### src/rtl/uart_tx_arbiter_if.sv
// Requester byte lanes plus the TX FIFO write port seen by uart_tx_arbiter.
// The arbiter uses the slave modport; requesters and the FIFO sit on the master side.
interface uart_tx_arbiter_if #(
    parameter int NREQ = 4,
    parameter int WORD = 8
);
    logic [NREQ-1:0]      req_valid;
    logic [NREQ*WORD-1:0] req_data;
    logic [NREQ-1:0]      req_last;
    logic [NREQ-1:0]      req_ready;
    logic                 fifo_wr;
    logic [WORD-1:0]      fifo_wr_data;
    logic                 fifo_full;

    modport master (
        output req_valid, req_data, req_last, fifo_full,
        input  req_ready, fifo_wr, fifo_wr_data
    );

    modport slave (
        input  req_valid, req_data, req_last, fifo_full,
        output req_ready, fifo_wr, fifo_wr_data
    );
endinterface

### src/rtl/uart_tx_arbiter.sv
// Packet-granular round-robin arbiter in front of the shared UART TX FIFO write port.
// Optional burst limit: define UART_TX_ARB_BURST_LIMIT_EN to release a grant after MAX_BURST bytes.
module uart_tx_arbiter #(
    parameter int NREQ      = 4,
    parameter int WORD      = 8,
    parameter int MAX_BURST = 16
) (
    input  logic                    clk_i,
    input  logic                    rst_i,
    uart_tx_arbiter_if.slave        bus,
    output logic [$clog2(NREQ)-1:0] grant_id_o,
    output logic                    busy_o
);
    localparam int GW = $clog2(NREQ);
    localparam logic [7:0] BURST_LAST = 8'(MAX_BURST - 1);

`ifdef UART_TX_ARB_BURST_LIMIT_EN
    localparam bit LIMIT_EN = 1'b1;
`else
    localparam bit LIMIT_EN = 1'b0;
`endif

    typedef enum logic [0:0] {
        ST_IDLE = 1'b0,
        ST_XFER = 1'b1
    } state_e;

    state_e        state_q, state_d;
    logic [GW-1:0] rr_ptr_q, rr_ptr_d;
    logic [GW-1:0] grant_id_q, grant_id_d;
    logic [7:0]    burst_cnt_q, burst_cnt_d;
    logic          acc_s;
    logic          limit_hit_s;

    // First valid requester after ptr, wrapping modulo NREQ; ptr itself is checked last.
    function automatic logic [GW-1:0] rr_pick(input logic [GW-1:0] ptr, input logic [NREQ-1:0] valid);
        logic [GW-1:0] sel;
        logic [GW-1:0] idx;
        logic          found;
        sel   = {GW{1'b0}};
        found = 1'b0;
        for (int i = 1; i <= NREQ; i++) begin
            idx = GW'((int'(ptr) + i) % NREQ);
            if (!found && valid[idx]) begin
                sel   = idx;
                found = 1'b1;
            end
        end
        return sel;
    endfunction

    assign limit_hit_s = LIMIT_EN && (burst_cnt_q == BURST_LAST);

    // State register and arbitration bookkeeping.
    always_ff @(posedge clk_i) begin
        if (rst_i) begin
            state_q     <= ST_IDLE;
            rr_ptr_q    <= GW'(NREQ - 1);
            grant_id_q  <= {GW{1'b0}};
            burst_cnt_q <= 8'd0;
        end else begin
            state_q     <= state_d;
            rr_ptr_q    <= rr_ptr_d;
            grant_id_q  <= grant_id_d;
            burst_cnt_q <= burst_cnt_d;
        end
    end

    // Next state plus the same-cycle handshake and FIFO write.
    always_comb begin
        state_d           = state_q;
        rr_ptr_d          = rr_ptr_q;
        grant_id_d        = grant_id_q;
        burst_cnt_d       = burst_cnt_q;
        acc_s             = 1'b0;
        bus.req_ready     = {NREQ{1'b0}};
        bus.fifo_wr       = 1'b0;
        bus.fifo_wr_data  = {WORD{1'b0}};
        case (state_q)
            ST_IDLE: begin
                if (|bus.req_valid) begin
                    grant_id_d  = rr_pick(rr_ptr_q, bus.req_valid);
                    burst_cnt_d = 8'd0;
                    state_d     = ST_XFER;
                end else begin
                    state_d     = ST_IDLE;
                end
            end
            ST_XFER: begin
                // Never write while full: the FIFO's bypass path does not check it.
                acc_s            = bus.req_valid[grant_id_q] & ~bus.fifo_full;
                bus.fifo_wr_data = bus.req_data[grant_id_q*WORD +: WORD];
                if (acc_s) begin
                    bus.req_ready[grant_id_q] = 1'b1;
                    bus.fifo_wr               = 1'b1;
                    if (burst_cnt_q == 8'hFF) begin
                        burst_cnt_d = burst_cnt_q;
                    end else begin
                        burst_cnt_d = burst_cnt_q + 8'd1;
                    end
                    if (bus.req_last[grant_id_q] || limit_hit_s) begin
                        rr_ptr_d = grant_id_q;
                        state_d  = ST_IDLE;
                    end else begin
                        state_d  = ST_XFER;
                    end
                end else begin
                    state_d = ST_XFER;
                end
            end
            default: begin
                state_d = ST_IDLE;
            end
        endcase
    end

    assign grant_id_o = grant_id_q;
    assign busy_o     = (state_q == ST_XFER);
endmodule
### src/flat_wrapper.sv
// flat-port wrapper written by rule: the top's interface ports become plain ports
module uart_tx_arbiter_flat 
#(
    parameter int NREQ      = 4,
    parameter int WORD      = 8,
    parameter int MAX_BURST = 16
)
  (clk_i, rst_i, grant_id_o, busy_o, bus_req_valid, bus_req_data, bus_req_last, bus_fifo_full, bus_req_ready, bus_fifo_wr, bus_fifo_wr_data);
  uart_tx_arbiter_if #(.NREQ(NREQ), .WORD(WORD)) bus_i ();
  input  logic clk_i;
  input  logic rst_i;
  output logic [$clog2(NREQ)-1:0] grant_id_o;
  output logic busy_o;
  input wire logic [$bits(bus_i.req_valid)-1:0] bus_req_valid;
  input wire logic [$bits(bus_i.req_data)-1:0] bus_req_data;
  input wire logic [$bits(bus_i.req_last)-1:0] bus_req_last;
  input wire logic [$bits(bus_i.fifo_full)-1:0] bus_fifo_full;
  output wire logic [$bits(bus_i.req_ready)-1:0] bus_req_ready;
  output wire logic [$bits(bus_i.fifo_wr)-1:0] bus_fifo_wr;
  output wire logic [$bits(bus_i.fifo_wr_data)-1:0] bus_fifo_wr_data;
  assign bus_i.req_valid = bus_req_valid;
  assign bus_i.req_data = bus_req_data;
  assign bus_i.req_last = bus_req_last;
  assign bus_i.fifo_full = bus_fifo_full;
  assign bus_req_ready = bus_i.req_ready;
  assign bus_fifo_wr = bus_i.fifo_wr;
  assign bus_fifo_wr_data = bus_i.fifo_wr_data;
  uart_tx_arbiter #(.NREQ(NREQ), .WORD(WORD), .MAX_BURST(MAX_BURST)) u_core (.clk_i(clk_i), .rst_i(rst_i), .bus(bus_i), .grant_id_o(grant_id_o), .busy_o(busy_o));
endmodule
### config.mk
export PLATFORM = sky130hd
export DESIGN_NAME = uart_tx_arbiter_flat
export DESIGN_NICKNAME = d
export VERILOG_FILES = /design/src/rtl/uart_tx_arbiter_if.sv /design/src/rtl/uart_tx_arbiter.sv /design/src/flat_wrapper.sv
export SDC_FILE = /design/constraint.sdc
export NUM_CORES = 1
export LEC_CHECK = 0
export CORE_MARGIN = 5
export CORE_UTILIZATION = 28
export DETAILED_ROUTE_END_ITERATION = 8
export GPL_TIMING_DRIVEN = 0
export HOLD_SLACK_MARGIN = 0.06
export PLACE_DENSITY = 0.85
export SYNTH_ARGS = -nofsm -noshare
export SYNTH_HDL_FRONTEND = slang
export SYNTH_SLANG_ARGS = --single-unit
### constraint.sdc
create_clock -name clk_i -period 1.75 [get_ports clk_i]
set_input_delay 0.35 -clock clk_i [delete_from_list [all_inputs] [get_ports clk_i]]
set_output_delay 0.35 -clock clk_i [all_outputs]
set_load 0.1 [all_outputs]
# After elaboration in Yosys (flattened, before gate mapping)
# Index checks and enable logic that the tools add are counted.
dict set report classes {
  n_mux 36
  shifts 1
  bitwise_logic 3
  addsub 4
  order_cmp 6
  n_reduce_logical 10
}
# operator count
set op_table {}
lappend op_table {{variable part select 32 x 6 -> 8 bit} 1}
lappend op_table {{two-way mux 1 bit} 21}
lappend op_table {{less-than comparator 2 x 3 -> 1 bit, second input constant} 5}
lappend op_table {{binary-select mux 1 bit (select 2 bit)} 6}
lappend op_table {{two-way mux 2 bit} 4}
lappend op_table {{two-way mux 4 bit} 2}
lappend op_table {{two-way mux 8 bit} 1}
lappend op_table {{adder 2 x 1 -> 2 bit, second input constant} 2}
lappend op_table {{adder 2 bit, second input constant} 2}
lappend op_table {{logical AND 1 bit} 4}
lappend op_table {{OR reduction 4 bit} 1}
lappend op_table {{logical NOT 1 bit} 3}
lappend op_table {{AND reduction 3 bit} 1}
lappend op_table {{demux 1 bit (select 2 bit)} 1}
lappend op_table {{>= comparator 2 x 1 -> 1 bit, second input constant} 1}
lappend op_table {{inverter 1 bit} 2}
lappend op_table {{case mux 1 bit (2 select lines)} 1}
lappend op_table {{AND reduction 2 bit} 1}
lappend op_table {{AND 1 bit} 1}
dict set report word_totals {
  reg_bits 5
  in_bits 43
  output_inout_bits 16
}

# Depth between registers and ports, before layout
dict set report logic_depth {
  ltp_word 19
  mapped_depth 6
  mapped_depth_nobuf 5
}

# Worst setup path before layout
# Ideal clock, no wire load.
dict set report synth_timing {
  path_type {reg-to-output}
  startpoint {register u_core.grant_id_q[0], in the netlist u_core.grant_id_o[0]}
  endpoint {output port bus_req_ready[1]}
  t_arrival_ns 3.807
  required_ns 1.400
  stages_incl_launch_ff 4
  slack_ns -2.407
  path_buffers 2
  path_cell_list {dfxtp_1 -> buf_2 -> buf_2 -> nor3b_1}
}
dict set report synth_between {
  elab_chain_cells 6
  elab_cells_between_ends 10
  cone_classes {order compare: 2; mux: 6; bitwise: 1; reduce/logical: 1}
}
# item line_no
set synth_lines {}
lappend synth_lines {{start, declared} uart_tx_arbiter.sv:30} ;# logic [GW-1:0] grant_id_q, grant_id_d;
lappend synth_lines {{start signal, assigned} uart_tx_arbiter.sv:59} ;# grant_id_q <= {GW{1'b0}};
lappend synth_lines {{start signal, assigned} uart_tx_arbiter.sv:64} ;# grant_id_q <= grant_id_d;
lappend synth_lines {{less-than comparator 2 x 3 -> 1 bit (not written as such) or >= comparator 2 x 1 -> 1 bit (tied branches)} uart_tx_arbiter.sv:94} ;# bus.req_ready[grant_id_q] = 1'b1;
lappend synth_lines {{logical AND 1 bit (not written as such)} uart_tx_arbiter.sv:94}
lappend synth_lines {{two-way mux 1 bit (not written as such)} uart_tx_arbiter.sv:94}
lappend synth_lines {{demux 1 bit (select 2 bit)} n/a}
lappend synth_lines {{two-way mux 4 bit *} uart_tx_arbiter.sv:93} ;# if (acc_s) begin
lappend synth_lines {{two-way mux 4 bit *} uart_tx_arbiter.sv:79} ;# case (state_q)
lappend synth_lines {{end, declared} flat_wrapper.sv:18} ;# output wire logic [$bits(bus_i.req_ready)-1:0] bus_req_ready;
# Every way passes the cells marked *; elsewhere a longest branch is shown, timed or not. The select of a mux whose other input is x is not followed.

# Worst setup path in the final report
dict set report layout_timing {
  startpoint {register u_core.grant_id_q[0], in the netlist u_core.grant_id_o[0]}
  endpoint {output port bus_fifo_wr_data[1]}
}
dict set report layout_between {
  elab_chain_cells 2
}
# item line_no
set layout_lines {}
lappend layout_lines {{variable part select 32 x 6 -> 8 bit} uart_tx_arbiter.sv:92} ;# bus.fifo_wr_data = bus.req_data[grant_id_q*WORD +: WORD];
lappend layout_lines {{two-way mux 8 bit} uart_tx_arbiter.sv:79}
lappend layout_lines {{end, declared} flat_wrapper.sv:20} ;# output wire logic [$bits(bus_i.fifo_wr_data)-1:0] bus_fifo_wr_data;
# Every way passes these cells.

==> out/summary.md <==
Counting every net in the synthesized netlist gives 116. The checks that failed: setup timing. The run gives -0.26 ns as the setup slack of the worst register-to-register path. The data arrival time of the worst path is 1.75 ns. The tools report the final instance area as 0.00174 mm^2. The count of nets left with antenna violations once routing finished came out at 0.

The shortest period the worst path allows was 2.10 ns. For this design the ratio of total power to cell area is 582 mW/mm^2. At the pin with the least slew margin, the transition time is 0.992 ns.

The worst setup path is captured at a primary output. Setup repair after global routing could not meet its margin everywhere. Clock-pin slew was measured on the worst setup and hold paths at 0.05 ns. The cell sitting at the root of the clock tree is a sky130_fd_sc_hd__clkbuf_4. The register area share after synthesis is 15.2%, and the setup violation total in the final timing report is 14. Summed over all nets, the half-perimeter wirelength after detailed placement is 2.25 mm. In this run, post-CTS hold repair placed 0 buffers. The via count normalized by instance count is 5.62, and the top-level I/O count is 59. The first global-routing pass estimated 6.49 mm of wire. The width of the die was 58.5 um; the placeable core area was 0.00223 mm^2. The tool flagged a number of max-cap violations equal to 0.

The logs give 1088 for the number of global-route vias before repair and 26.5% for the all-layer global routing usage. Count of vias placed by the detailed router: 1012. Routability-driven placement finished with a final weighted congestion of 0.783. The net count reported at finish was 196; the cell depth of the worst hold path was 3.

The number of standard cells after synthesis was 73; the aggregate global routing overflow was 0. The min-delay analysis places its worst path in the category register to register. The number of cells on the worst reg-to-reg path was 7.

The critical path is of the register to primary output type. The combined flip-flop and latch cell area was 111 um^2. The worst hold path terminates at u_core.grant_id_o[1]. The routed wire length per instance is 23.7 um. The floorplan has 17 rows.

Each instance of the synthesized netlist takes up on average 9.02 um^2. For the worst-skew pair, the clock arrives at the later sink with an insertion delay of 0.27 ns. The run gives 658 um^2 as the synthesized area. The startpoint identified for the worst register-to-register timing path is u_core.busy_o. The number of antenna diodes in the final layout is 0.

The die area is 0.00342 mm^2, and the worst hold slack after final layout is 0.590 ns. For this run, design rule violations remaining after detail routing come to 0. After the first detailed-routing iteration, the DRC count stood at 45.

Across the VDD grid, the largest voltage drop is 0.565 mV. For the post-detailed-placement cell area, the log shows 0.00139 mm^2. Headroom to the max-slew limit came out at 34.1%.

The netlist uses 29 different library cells. STA classifies the critical path startpoint as a register. Of the available clock period, the critical path in the final layout requires 120%. Start point of the worst hold path: u_core.busy_o. No sink is reached through more buffers than the 2 on the longest clock path. The setup slack after layout is -0.347 ns, and the number of buffer cells added on primary ports is 58. The initial antenna violation count came out at 0.

The required time of the worst setup path was 1.40 ns; the clock skew after layout was 0.0111 ns. The biggest fanout along the worst timing path is 3, and the total length of routed wires is 4.27 mm. The run gives 0.477 GHz as the maximum clock frequency. The synthesized design contains 5 register bits.

In the final layout, the share of cells above drive strength 1 is 47.4%. From synthesis to final layout, the design area changed by 165%. The total of fill cells in the finished design was 125.

The max-slew violation count was 0. The number of warnings reported in the yosys synthesis log is 0. For the maximum number of pins on one net before global-route repair, the log shows 11.

CTS saw 5 sinks. The die height was 58.5 um. The logs give 3 for the number of buffers added by the clock tree synthesis step and 4 for the detailed-router iteration count before antenna repair.

Number of hold violations in the final report: 0. The tools report the capture point of the worst reg-to-reg path as u_core.rr_ptr_q[0]. The run finished, with violations left. The initial utilization of the core area, before any placement, comes to 29.5%.

The run gives 1 as the number of levels in the clock H-tree. Summed over all cells, the static leakage comes to 0.711 nW. The footprint of the multi-input gates is 613 um^2. TritonCTS built the clock tree.
==> power breakdown <==
part           internal, mW  total, mW  leakage, nW  switching [mW]
sequential            0.122      0.135       0.0430          0.0133
clock                0.0871      0.149       0.0150          0.0620
combinational         0.353      0.731        0.653           0.378
==> critical path, stage by stage (launching register included) <==
cell                      delay (ns)
sky130_fd_sc_hd__dfxtp_4        0.37
sky130_fd_sc_hd__buf_12         0.12
sky130_fd_sc_hd__buf_12         0.11
sky130_fd_sc_hd__mux4_2         0.54
sky130_fd_sc_hd__and2_4         0.19
sky130_fd_sc_hd__buf_12         0.16
==> cells in the mapped netlist <==
cell                        n  area, um^2
sky130_fd_sc_hd__clkbuf_1   2        7.51
sky130_fd_sc_hd__a22oi_1    1        7.51
sky130_fd_sc_hd__or3b_4     1        11.3
sky130_fd_sc_hd__o21a_1     1        7.51
sky130_fd_sc_hd__nand3_1    2        10.0
sky130_fd_sc_hd__a311oi_1   1        8.76
sky130_fd_sc_hd__nor3_1     2        10.0
sky130_fd_sc_hd__nand2_1    2        7.51
sky130_fd_sc_hd__inv_1      6        22.5
sky130_fd_sc_hd__o31a_2     1        10.0
sky130_fd_sc_hd__dfxtp_1    5         100
sky130_fd_sc_hd__o211a_1    1        10.0
sky130_fd_sc_hd__a311o_1    1        10.0
sky130_fd_sc_hd__o21ai_0    3        15.0
sky130_fd_sc_hd__nand2b_1   2        12.5
sky130_fd_sc_hd__mux2_2     3        33.8
sky130_fd_sc_hd__o31a_1     1        8.76
sky130_fd_sc_hd__a2bb2oi_2  1        15.0
sky130_fd_sc_hd__nor2b_1    1        6.26
sky130_fd_sc_hd__nor3b_1    1        7.51
sky130_fd_sc_hd__mux2i_1    2        20.0
sky130_fd_sc_hd__a21oi_1    5        25.0
sky130_fd_sc_hd__buf_2      2        10.0
sky130_fd_sc_hd__and2_1     9        56.3
sky130_fd_sc_hd__nor2_1     6        22.5
sky130_fd_sc_hd__mux4_2     8         180
sky130_fd_sc_hd__nor4_1     1        6.26
sky130_fd_sc_hd__and3b_2    1        10.0
sky130_fd_sc_hd__and3_1     1        6.26
==> worst max-delay path by stage <==
stage                                to            startpoint
floorplan              bus_req_ready[1]         u_core.busy_o
global placement            bus_fifo_wr      bus_req_valid[1]
detailed placement          bus_fifo_wr      bus_req_valid[1]
CTS                         bus_fifo_wr  u_core.grant_id_o[0]
global route        bus_fifo_wr_data[7]  u_core.grant_id_o[0]
finish              bus_fifo_wr_data[1]  u_core.grant_id_o[0]
==> sequential cells by signal (all words and copies together), names as in the netlist <==
| signal | count |
|---|---|
| u_core.rr_ptr_q | 2 |
| u_core.grant_id_o | 2 |
| u_core.busy_o | 1 |
==> stage by stage <==
step	power, mW	setup slack (ns)	util [%]	std cells	setup TNS, ns
2_1_floorplan	0.518	-0.463	-	73	-3.07
3_3_place_gp	0.687	-1.23	62.0	159	-13.82
3_5_place_dp	0.696	-1.26	62.0	159	-14.15
4_1_cts	0.965	-0.296	76.4	175	-3.28
5_1_grt	1.05	-0.382	78.1	180	-4.08
6_report	1.02	-0.347	78.1	180	-3.52
==> layout by cell type (no fill, tap or decap), types with 2 or more instances in the layout <==
cell	synthesis	final
sky130_fd_sc_hd__clkdlybuf4s50_1	0	36
sky130_fd_sc_hd__buf_12	0	17
sky130_fd_sc_hd__mux4_2	8	8
sky130_fd_sc_hd__and2_4	0	8
sky130_fd_sc_hd__buf_4	0	8
sky130_fd_sc_hd__dlygate4sd2_1	0	7
sky130_fd_sc_hd__buf_6	0	7
sky130_fd_sc_hd__a21oi_1	5	5
sky130_fd_sc_hd__inv_1	6	5
sky130_fd_sc_hd__nor2_1	6	5
sky130_fd_sc_hd__o21ai_0	3	3
sky130_fd_sc_hd__clkbuf_4	0	3
sky130_fd_sc_hd__dfxtp_4	0	3
sky130_fd_sc_hd__clkbuf_1	2	2
sky130_fd_sc_hd__mux2_2	3	2
sky130_fd_sc_hd__nand2b_1	2	2
sky130_fd_sc_hd__clkdlybuf4s15_2	0	2
sky130_fd_sc_hd__dfxtp_1	5	2
==> metal layers <==
metal | track usage [%] | routed length, um | up-vias | share of wire (%)
met3 | 9.65 | 483 | 22 | 11
li1 | - | - | 433 | -
met1 | 29.7 | 1620 | 467 | 38
met2 | 45.6 | 1980 | 90 | 46
met4 | 10.3 | 190 | 0 | 4.4
met5 | 0 | 0 | - | 0
==> layout make-up <==
type | count | share of cell area (%)
inverters | 6 | 1.51
clock buffers | 4 | 1.51
plain buffers | 4 | 2.80
repair buffers | 75 | 50.6
well taps | 28 | 2.01
flip-flops and latches | 5 | 6.38
multi-input cells | 58 | 35.2
==> timing repair <==
| action | CTS | global route |
|---|---|---|
| pin swaps | 5 | 5 |
| buffers inserted | 11 | 8 |
| cloned | 1 | 0 |
| hold endpoints to repair | 0 | 0 |
| gates resized for setup | 138 | 6 |
| endpoints found under the setup margin | 17 | 17 |
==> cell families after synthesis <==
group                  synth area share (%)
AND/OR/NAND/NOR                        25.3
AO/OA/AOI/OAI                          17.9
multiplexers                           35.6
buffers and inverters                  6.08
flip-flops                             15.2
No activity file was read; power rests on OpenSTA's default activity.
